**src/rtl/can_pkg.sv**
```systemverilog
// Shared types and timing helpers for the CAN receive bit path.
// Latency: n/a (types, constants and elaboration-time functions only).
// Backpressure: n/a.
package can_pkg;

  typedef enum logic [1:0] {
    INTEGRATE = 2'd0,
    IDLE      = 2'd1,
    SOF_CHK   = 2'd2,
    RX        = 2'd3
  } can_rx_state_e;

  // Five equal bits in a row force a complementary stuff bit.
  localparam int unsigned CAN_STUFF_LIMIT = 5;

  // System clocks per CAN bit.
  function automatic int unsigned can_bit_clks(input int unsigned clk_mhz,
                                               input int unsigned rate_kbits);
    return (clk_mhz * 1000) / rate_kbits;
  endfunction

  // Counter value at which the bit is sampled (just before mid-bit).
  function automatic int unsigned can_sample_pt(input int unsigned bit_clks);
    return bit_clks / 2 - 1;
  endfunction

endpackage

```
**src/rtl/can_bit_timer.sv**
```systemverilog
// Bit timer: rx synchronizer, falling-edge detect, per-bit counter and sample strobe.
// Latency: din reaches din_s after 2 clk; sample fires while cnt == SAMPLE_PT.
// Backpressure: none; free-running. CAN_RX_RESYNC_EN adds a soft resync on falling edges.
module can_bit_timer #(
  parameter int unsigned BIT_CLKS  = 100,
  parameter int unsigned SAMPLE_PT = 49
) (
  input  logic clk,
  input  logic rst,
  input  logic din,
  input  logic hold,
  input  logic hard_sync,
  input  logic resync_en,
  output logic din_s,
  output logic fall,
  output logic sample
);

  localparam int unsigned CNT_W = $clog2(BIT_CLKS);
  localparam logic [CNT_W-1:0] CNT_MAX = CNT_W'(BIT_CLKS - 1);
  localparam logic [CNT_W-1:0] CNT_SP  = CNT_W'(SAMPLE_PT);

  logic             sync1_q, sync1_d;
  logic             din_s_q, din_s_d;
  logic             prev_q, prev_d;
  logic [CNT_W-1:0] cnt_q, cnt_d;
  logic             resync;

  assign din_s  = din_s_q;
  assign fall   = prev_q & ~din_s_q;
  assign sample = (cnt_q == CNT_SP);

`ifdef CAN_RX_RESYNC_EN
  logic sampled_q, sampled_d;
  logic resynced_q, resynced_d;

  // Soft resync: only once per bit, only before that bit's sample, never at the bit boundary.
  always_comb begin
    resync = resync_en & fall & ~sample & (cnt_q != '0) & (cnt_q != CNT_MAX)
             & ~sampled_q & ~resynced_q;
    sampled_d  = sampled_q;
    resynced_d = resynced_q;
    if (hard_sync || hold || (cnt_q == CNT_MAX)) begin
      sampled_d  = 1'b0;
      resynced_d = 1'b0;
    end else begin
      if (sample) sampled_d  = 1'b1;
      if (resync) resynced_d = 1'b1;
    end
  end

  // Per-bit resync bookkeeping.
  always_ff @(posedge clk) begin
    if (rst) begin
      sampled_q  <= 1'b0;
      resynced_q <= 1'b0;
    end else begin
      sampled_q  <= sampled_d;
      resynced_q <= resynced_d;
    end
  end
`else
  logic unused_resync_en;
  assign unused_resync_en = resync_en;

  // Without soft resync only the SOF hard sync aligns the counter.
  always_comb begin
    resync = 1'b0;
  end
`endif

  // Next-state for synchronizer and counter; the edge cycle counts as cnt 0.
  always_comb begin
    sync1_d = din;
    din_s_d = sync1_q;
    prev_d  = din_s_q;
    if (hard_sync || resync) begin
      cnt_d = CNT_W'(1);
    end else if (hold) begin
      cnt_d = '0;
    end else if (cnt_q == CNT_MAX) begin
      cnt_d = '0;
    end else begin
      cnt_d = cnt_q + CNT_W'(1);
    end
  end

  // Synchronizer resets recessive so reset release never looks like an edge.
  always_ff @(posedge clk) begin
    if (rst) begin
      sync1_q <= 1'b1;
      din_s_q <= 1'b1;
      prev_q  <= 1'b1;
      cnt_q   <= '0;
    end else begin
      sync1_q <= sync1_d;
      din_s_q <= din_s_d;
      prev_q  <= prev_d;
      cnt_q   <= cnt_d;
    end
  end

endmodule

```
**src/rtl/can_rx_bit_ctrl.sv**
```systemverilog
// CAN rx bit controller: bus integration, SOF hard sync, mid-bit sampling, destuffing.
// Latency: bit_valid one clk after the sample; SOF strobe 52 clk after the din edge at defaults.
// Backpressure: none; decoder must take every strobe. CAN_RX_RESYNC_EN enables soft resync.
module can_rx_bit_ctrl
  import can_pkg::*;
#(
  parameter int unsigned clk_speed_MHz      = 100,
  parameter int unsigned can_bit_rate_Kbits = 1000,
  parameter int unsigned idle_bits          = 11
) (
  input  logic clk,
  input  logic rst,
  input  logic din,
  input  logic frame_done,
  output logic bit_valid,
  output logic bit_data,
  output logic sof,
  output logic stuff_err,
  output logic busy
);

  localparam int unsigned BIT_CLKS  = can_bit_clks(clk_speed_MHz, can_bit_rate_Kbits);
  localparam int unsigned SAMPLE_PT = can_sample_pt(BIT_CLKS);
  localparam int unsigned IDLE_W    = $clog2(idle_bits + 1);
  localparam logic [IDLE_W-1:0] IDLE_LAST = IDLE_W'(idle_bits - 1);
  localparam logic [2:0] STUFF_MAX = 3'(CAN_STUFF_LIMIT);

  can_rx_state_e     state_q, state_d;
  logic [IDLE_W-1:0] idle_cnt_q, idle_cnt_d;
  logic [2:0]        stuff_cnt_q, stuff_cnt_d;
  logic              last_q, last_d;
  logic              bit_valid_q, bit_valid_d;
  logic              bit_data_q, bit_data_d;
  logic              sof_q, sof_d;
  logic              stuff_err_q, stuff_err_d;
  logic              busy_q, busy_d;

  logic din_s, fall, sample;
  logic in_idle;

  assign in_idle = (state_q == IDLE);

  can_bit_timer #(
    .BIT_CLKS  (BIT_CLKS),
    .SAMPLE_PT (SAMPLE_PT)
  ) u_timer (
    .clk       (clk),
    .rst       (rst),
    .din       (din),
    .hold      (in_idle),
    .hard_sync (in_idle & fall),
    .resync_en (state_q == RX),
    .din_s     (din_s),
    .fall      (fall),
    .sample    (sample)
  );

  assign bit_valid = bit_valid_q;
  assign bit_data  = bit_data_q;
  assign sof       = sof_q;
  assign stuff_err = stuff_err_q;
  assign busy      = busy_q;

  // Receive FSM and destuffer next-state; strobes default low every cycle.
  always_comb begin
    state_d     = state_q;
    idle_cnt_d  = idle_cnt_q;
    stuff_cnt_d = stuff_cnt_q;
    last_d      = last_q;
    bit_valid_d = 1'b0;
    bit_data_d  = 1'b0;
    sof_d       = 1'b0;
    stuff_err_d = 1'b0;
    busy_d      = busy_q;
    case (state_q)
      INTEGRATE: begin
        if (sample) begin
          if (din_s) begin
            if (idle_cnt_q == IDLE_LAST) begin
              state_d    = IDLE;
              idle_cnt_d = '0;
            end else begin
              idle_cnt_d = idle_cnt_q + IDLE_W'(1);
            end
          end else begin
            idle_cnt_d = '0;
          end
        end
      end
      IDLE: begin
        if (fall) state_d = SOF_CHK;
      end
      SOF_CHK: begin
        if (sample) begin
          if (!din_s) begin
            bit_valid_d = 1'b1;
            sof_d       = 1'b1;
            stuff_cnt_d = 3'd1;
            last_d      = 1'b0;
            busy_d      = 1'b1;
            state_d     = RX;
          end else begin
            state_d = IDLE;
          end
        end
      end
      RX: begin
        // frame_done wins over a coincident sample, which is dropped.
        if (frame_done) begin
          busy_d     = 1'b0;
          state_d    = INTEGRATE;
          idle_cnt_d = '0;
        end else if (sample) begin
          if (stuff_cnt_q == STUFF_MAX) begin
            if (din_s != last_q) begin
              last_d      = din_s;
              stuff_cnt_d = 3'd1;
            end else begin
              stuff_err_d = 1'b1;
              busy_d      = 1'b0;
              state_d     = INTEGRATE;
              idle_cnt_d  = '0;
            end
          end else begin
            bit_valid_d = 1'b1;
            bit_data_d  = din_s;
            stuff_cnt_d = (din_s == last_q) ? stuff_cnt_q + 3'd1 : 3'd1;
            last_d      = din_s;
          end
        end
      end
      default: state_d = INTEGRATE;
    endcase
  end

  // State and registered outputs; reset wins over everything.
  always_ff @(posedge clk) begin
    if (rst) begin
      state_q     <= INTEGRATE;
      idle_cnt_q  <= '0;
      stuff_cnt_q <= '0;
      last_q      <= 1'b1;
      bit_valid_q <= 1'b0;
      bit_data_q  <= 1'b0;
      sof_q       <= 1'b0;
      stuff_err_q <= 1'b0;
      busy_q      <= 1'b0;
    end else begin
      state_q     <= state_d;
      idle_cnt_q  <= idle_cnt_d;
      stuff_cnt_q <= stuff_cnt_d;
      last_q      <= last_d;
      bit_valid_q <= bit_valid_d;
      bit_data_q  <= bit_data_d;
      sof_q       <= sof_d;
      stuff_err_q <= stuff_err_d;
      busy_q      <= busy_d;
    end
  end

endmodule

```
**config.mk**
```make
export PLATFORM = sky130hd
export DESIGN_NAME = can_rx_bit_ctrl
export DESIGN_NICKNAME = d
export VERILOG_FILES = /design/src/rtl/can_pkg.sv /design/src/rtl/can_bit_timer.sv /design/src/rtl/can_rx_bit_ctrl.sv
export SDC_FILE = /design/constraint.sdc
export NUM_CORES = 1
export LEC_CHECK = 0
export ABC_CLOCK_PERIOD_IN_PS = 1710
export CORE_MARGIN = 10
export CORE_UTILIZATION = 35
export DETAILED_ROUTE_END_ITERATION = 8
export HOLD_SLACK_MARGIN = 0.1
export PLACE_DENSITY = 0.51
export SETUP_SLACK_MARGIN = 0.05
export SYNTH_ARGS = -nofsm -noshare
export SYNTH_HDL_FRONTEND = slang
export SYNTH_SLANG_ARGS = --single-unit
```
**constraint.sdc**
```tcl
create_clock -name clk -period 1.71 [get_ports clk]
set_clock_uncertainty 0.05 [all_clocks]
set_input_delay 0.2565 -clock clk [delete_from_list [all_inputs] [get_ports clk]]
set_output_delay 0.2565 -clock clk [all_outputs]
set_load 0.02 [all_outputs]
```
==> flow_metrics.py <==
metrics = {
    "synth": {
        "synth_xor_xnor_area_share_pct": 4.87,
        "yosysUniqueCellTypes": 41,
        "post_synth_instance_area_um2": 1230,
        "synth_top_family_by_area": "simple AND/OR/NAND/NOR gates",
        "synth-warning-count": 0,
        "synth_async_sr_flop_share_pct": 0,
        "synth-seq-area-share_pct": 40.6,
        "yosys_register_bits": 25,
        "synth_area_per_cell_um2": 8.68,
        "synth_simple_gate_area_share_pct": 25.5,
        "yosys_most_used_dff": "dfxtp_1",
        "synth_enable_flop_cells": 0,
        "proportion_of_synthesized_area_in_mux_cells_pct": 2.44,
        "syn_inst": 142,
        "synth-compound-area-share_pct": 15.7,
        "syn_nets": 152,
        "synth_adder_area_share_pct": 6.09,
    },
    "drt": {
        "drt_pre_antenna_iters": 4,
        "drt_first_iter_violations": 57,
        "drt.antenna.violating_nets": 0,
        "route.detailed.vias_per_inst": 5.00,
        "dr_total_vias": 1119,
        "average_wire_per_cell_in_the_routed_design_um": 12.4,
        "finalWirelength_mm": 2.79,
        "drcViolationCount": 0,
    },
    "clocking": {
        "tritoncts_num_sinks": 25,
        "hold_buffers": 0,
        "cts_buffers": 3,
        "cts_max_level": 1,
        "root_buffer": "clkbuf_4",
        "cts_tree": "yes",
        "deepest_clock_path_buffer_count": 2,
        "cts.clk_slew.worst_paths_ns": 0.16,
        "skew_pair_late_insertion_delay_ns": 0.33,
    },
    "final_layout": {
        "post_route_cells_drive_above_1_share_pct": 34.8,
        "stdcell_count": 224,
        "postLayoutCoreUtil_pct": 50.2,
        "antenna-diode-count": 0,
        "flow.area_growth_from_synthesis_pct": 37.1,
        "final_nets": 189,
    },
    "timing": {
        "timing.final.hold_violations": 0,
        "timing.final.crit_share_pct": 101,
        "min_period_ns": 1.74,
        "fin_worst_hold_slack_ns": 0.385,
        "maxSlewHeadroom_pct": 78.4,
        "setup_repair_after_global_routing_missed_its_margin": "true",
        "fin_tns_setup_ns": -0.0251,
        "final-max-slew-violation-count": 0,
        "finalSetupViolCount": 1,
        "max_clock_freq_ghz": 0.576,
        "worst_slew_pin_slew_ns": 0.322,
        "worst_slack_ns": -0.0251,
    },
    "outcome": {
        "violations": "negative setup slack",
        "outcome": "finished, violations left",
    },
    "placement": {
        "place.port_buffers": 8,
        "finalWeightedCongestion": 0.827,
        "dp.cells": 213,
        "dp_hpwl_mm": 2.04,
    },
    "worst_setup_path": {
        "cp-end-kind": "register",
        "crit-reg2reg-launch": "u_timer.cnt_q[1]",
        "timing.critical_path.cells": "inv_2 -> ha_4 -> and4b_2 -> a41o_1 -> a22oi_2 -> nor2_1 -> a211oi_1",
        "timing.setup.critical_path_class": "register to register",
        "worst-path-max-fanout": 4,
        "timing.critical_path.arrival_ns": 1.93,
        "critical_path.startpoint": "u_timer.cnt_q[1]",
        "critical_path.max_stage_delay_ns": 0.36,
        "critPathSlowestCell": "dfxtp_2",
        "worstPathRequired_ns": 1.91,
        "critical_path.startpoint_type": "register",
    },
    "power": {
        "power.total_uw": 961,
        "powerDensity_nw_per_um2": 569,
        "leakagePower_uw": 0.000711,
        "ir_drop_mv": 0.334,
    },
    "job": {
        "maxCapViolations": 0,
    },
    "global_route": {
        "first_global_vias": 1059,
        "globalRouteMet3Util_pct": 1.80,
        "met2_usage_pct": 14.1,
        "grt_use_total_pct": 8.83,
        "gr-max-usage-layer": "met2",
        "global_route.usage.met1_pct": 11.3,
        "grt_remaining_overflow": 0,
        "number_of_antenna_violations_at_the_first_check_in_global_routing": 0,
        "global_route_wire_length_before_repair_mm": 4.66,
        "pin_count_of_the_biggest_net_entering_global_routing": 16,
    },
    "floorplan": {
        "starting_utilization_of_the_core_area_pct": 36.6,
        "fp.dieArea_um2": 6290,
        "design.core.area_um2": 3360,
        "ios": 9,
        "die_x_um": 79.3,
        "die_h_um": 79.3,
        "placementRows": 21,
    },
    "worst_hold_path": {
        "holdCritStartpoint": "u_timer.din_s_d",
        "hold_class": "register to register",
    },
}
-- report_power, final --
group | switching [uW] | leakage (uW) | internal [uW]
clock | 193 | 0.0000139 | 89.3
combinational | 38.8 | 0.000493 | 40.7
sequential | 6.50 | 0.000204 | 593
-- path summary, 6_finish.rpt --
check                                      to  slack (ns)  depth (start not counted)
worst min-delay path            u_timer.din_s        0.39                          1
worst max-delay path            idle_cnt_q[3]       -0.03                          7
worst min register to register  u_timer.din_s        0.39                          1
worst max register to register  idle_cnt_q[3]       -0.03                          7
-- metrics by stage --
stage / setup slack [ns] / area [um2]
CTS: 0.0225 / 1600
detailed placement: -0.0212 / 1510
global placement: -0.0281 / 1510
finish: -0.0251 / 1690
global route: -0.104 / 1690
floorplan: 0.0556 / 1230
-- cell usage in the layout, fill, tap and decap left out, types with 2 or more instances in the layout --
master | netlist | routed
a21oi_1 | 6 | 6
a31oi_1 | 3 | 3
a32oi_1 | 2 | 2
and2_4 | 0 | 2
and3_1 | 2 | 2
buf_4 | 1 | 29
clkbuf_4 | 0 | 3
clkdlybuf4s50_1 | 0 | 8
dfxtp_1 | 25 | 19
dfxtp_2 | 0 | 6
ha_1 | 6 | 3
ha_4 | 0 | 3
inv_1 | 6 | 3
inv_2 | 0 | 3
mux2i_1 | 3 | 3
nand2_1 | 12 | 10
nand2_2 | 0 | 2
nand2b_1 | 3 | 3
nand3_1 | 6 | 6
nand3b_1 | 2 | 2
nor2_1 | 22 | 22
nor2b_1 | 2 | 2
o21ai_0 | 5 | 4
o21ai_1 | 1 | 2
or2_2 | 3 | 3
xnor2_1 | 3 | 3
xor2_1 | 2 | 2
-- layer usage --
layer | routed length (um) | vias to the layer above
li1 | - | 574
met1 | 1400 | 524
met2 | 1280 | 19
met3 | 84 | 2
met4 | 22 | 0
met5 | 0 | -
-- flip-flops by register name (all words and copies together) (netlist names) --
signal,flops
stuff_cnt_q,3
idle_cnt_q,4
bit_data,1
u_timer.din_s_d,1
bit_valid,1
last_q,1
u_timer.prev_q,1
u_timer.din_s,1
busy,1
sof,1
state_q,2
u_timer.cnt_q,7
stuff_err,1
-- logic make-up after synthesis --
logic type	count (synthesis)
fa+ha+maj	6
compound gates	27
buf+inv	12
mux	3
xor+xnor	6
flops	25
simple gates	63
-- cells in the mapped netlist (2+ instances only) --
cell type,count,area [um2]
a32oi_1,2,17.5
a31oi_1,3,18.8
mux2i_1,3,30.0
xor2_1,2,17.5
nand3b_1,2,15.0
nand2b_1,3,18.8
nand2_1,12,45.0
a21oi_1,6,30.0
xnor2_1,3,26.3
or2_2,3,18.8
nor4_1,2,12.5
nor2_1,22,82.6
o21ai_0,5,25.0
buf_2,2,10.0
dfxtp_1,25,500
a41oi_1,2,17.5
nor2b_1,2,12.5
clkbuf_1,2,7.51
inv_1,6,22.5
and3_1,2,12.5
nand3_1,6,30.0
ha_1,6,75.1
and2_1,3,18.8
-- worst max-delay path: cells and delay by family, from the launching register on --
kind,cells,cell delay [ns]
buf+inv,1,0.04
flops,1,0.36
fa+ha+maj,1,0.14
compound gates,3,0.74
simple gates,2,0.32
-- what timing repair did --
action                                  4_1_cts  5_1_grt
resized for setup                            11       17
pin swaps                                    11       15
setup buffers                                 4        3
endpoints found under the setup margin        6       10
cloned                                        0        0
-- final cells by class --
type	count	area (um2)
Inverter	6	22.5
Fill cell	343	1670
Clock buffer	3	22.5
Multi-Input combinational cell	105	762
Sequential cell	25	508
Clock inverter	1	7.51
Tap cell	46	57.6
Timing Repair Buffer	38	309
(Power assumes the default switching activity.)
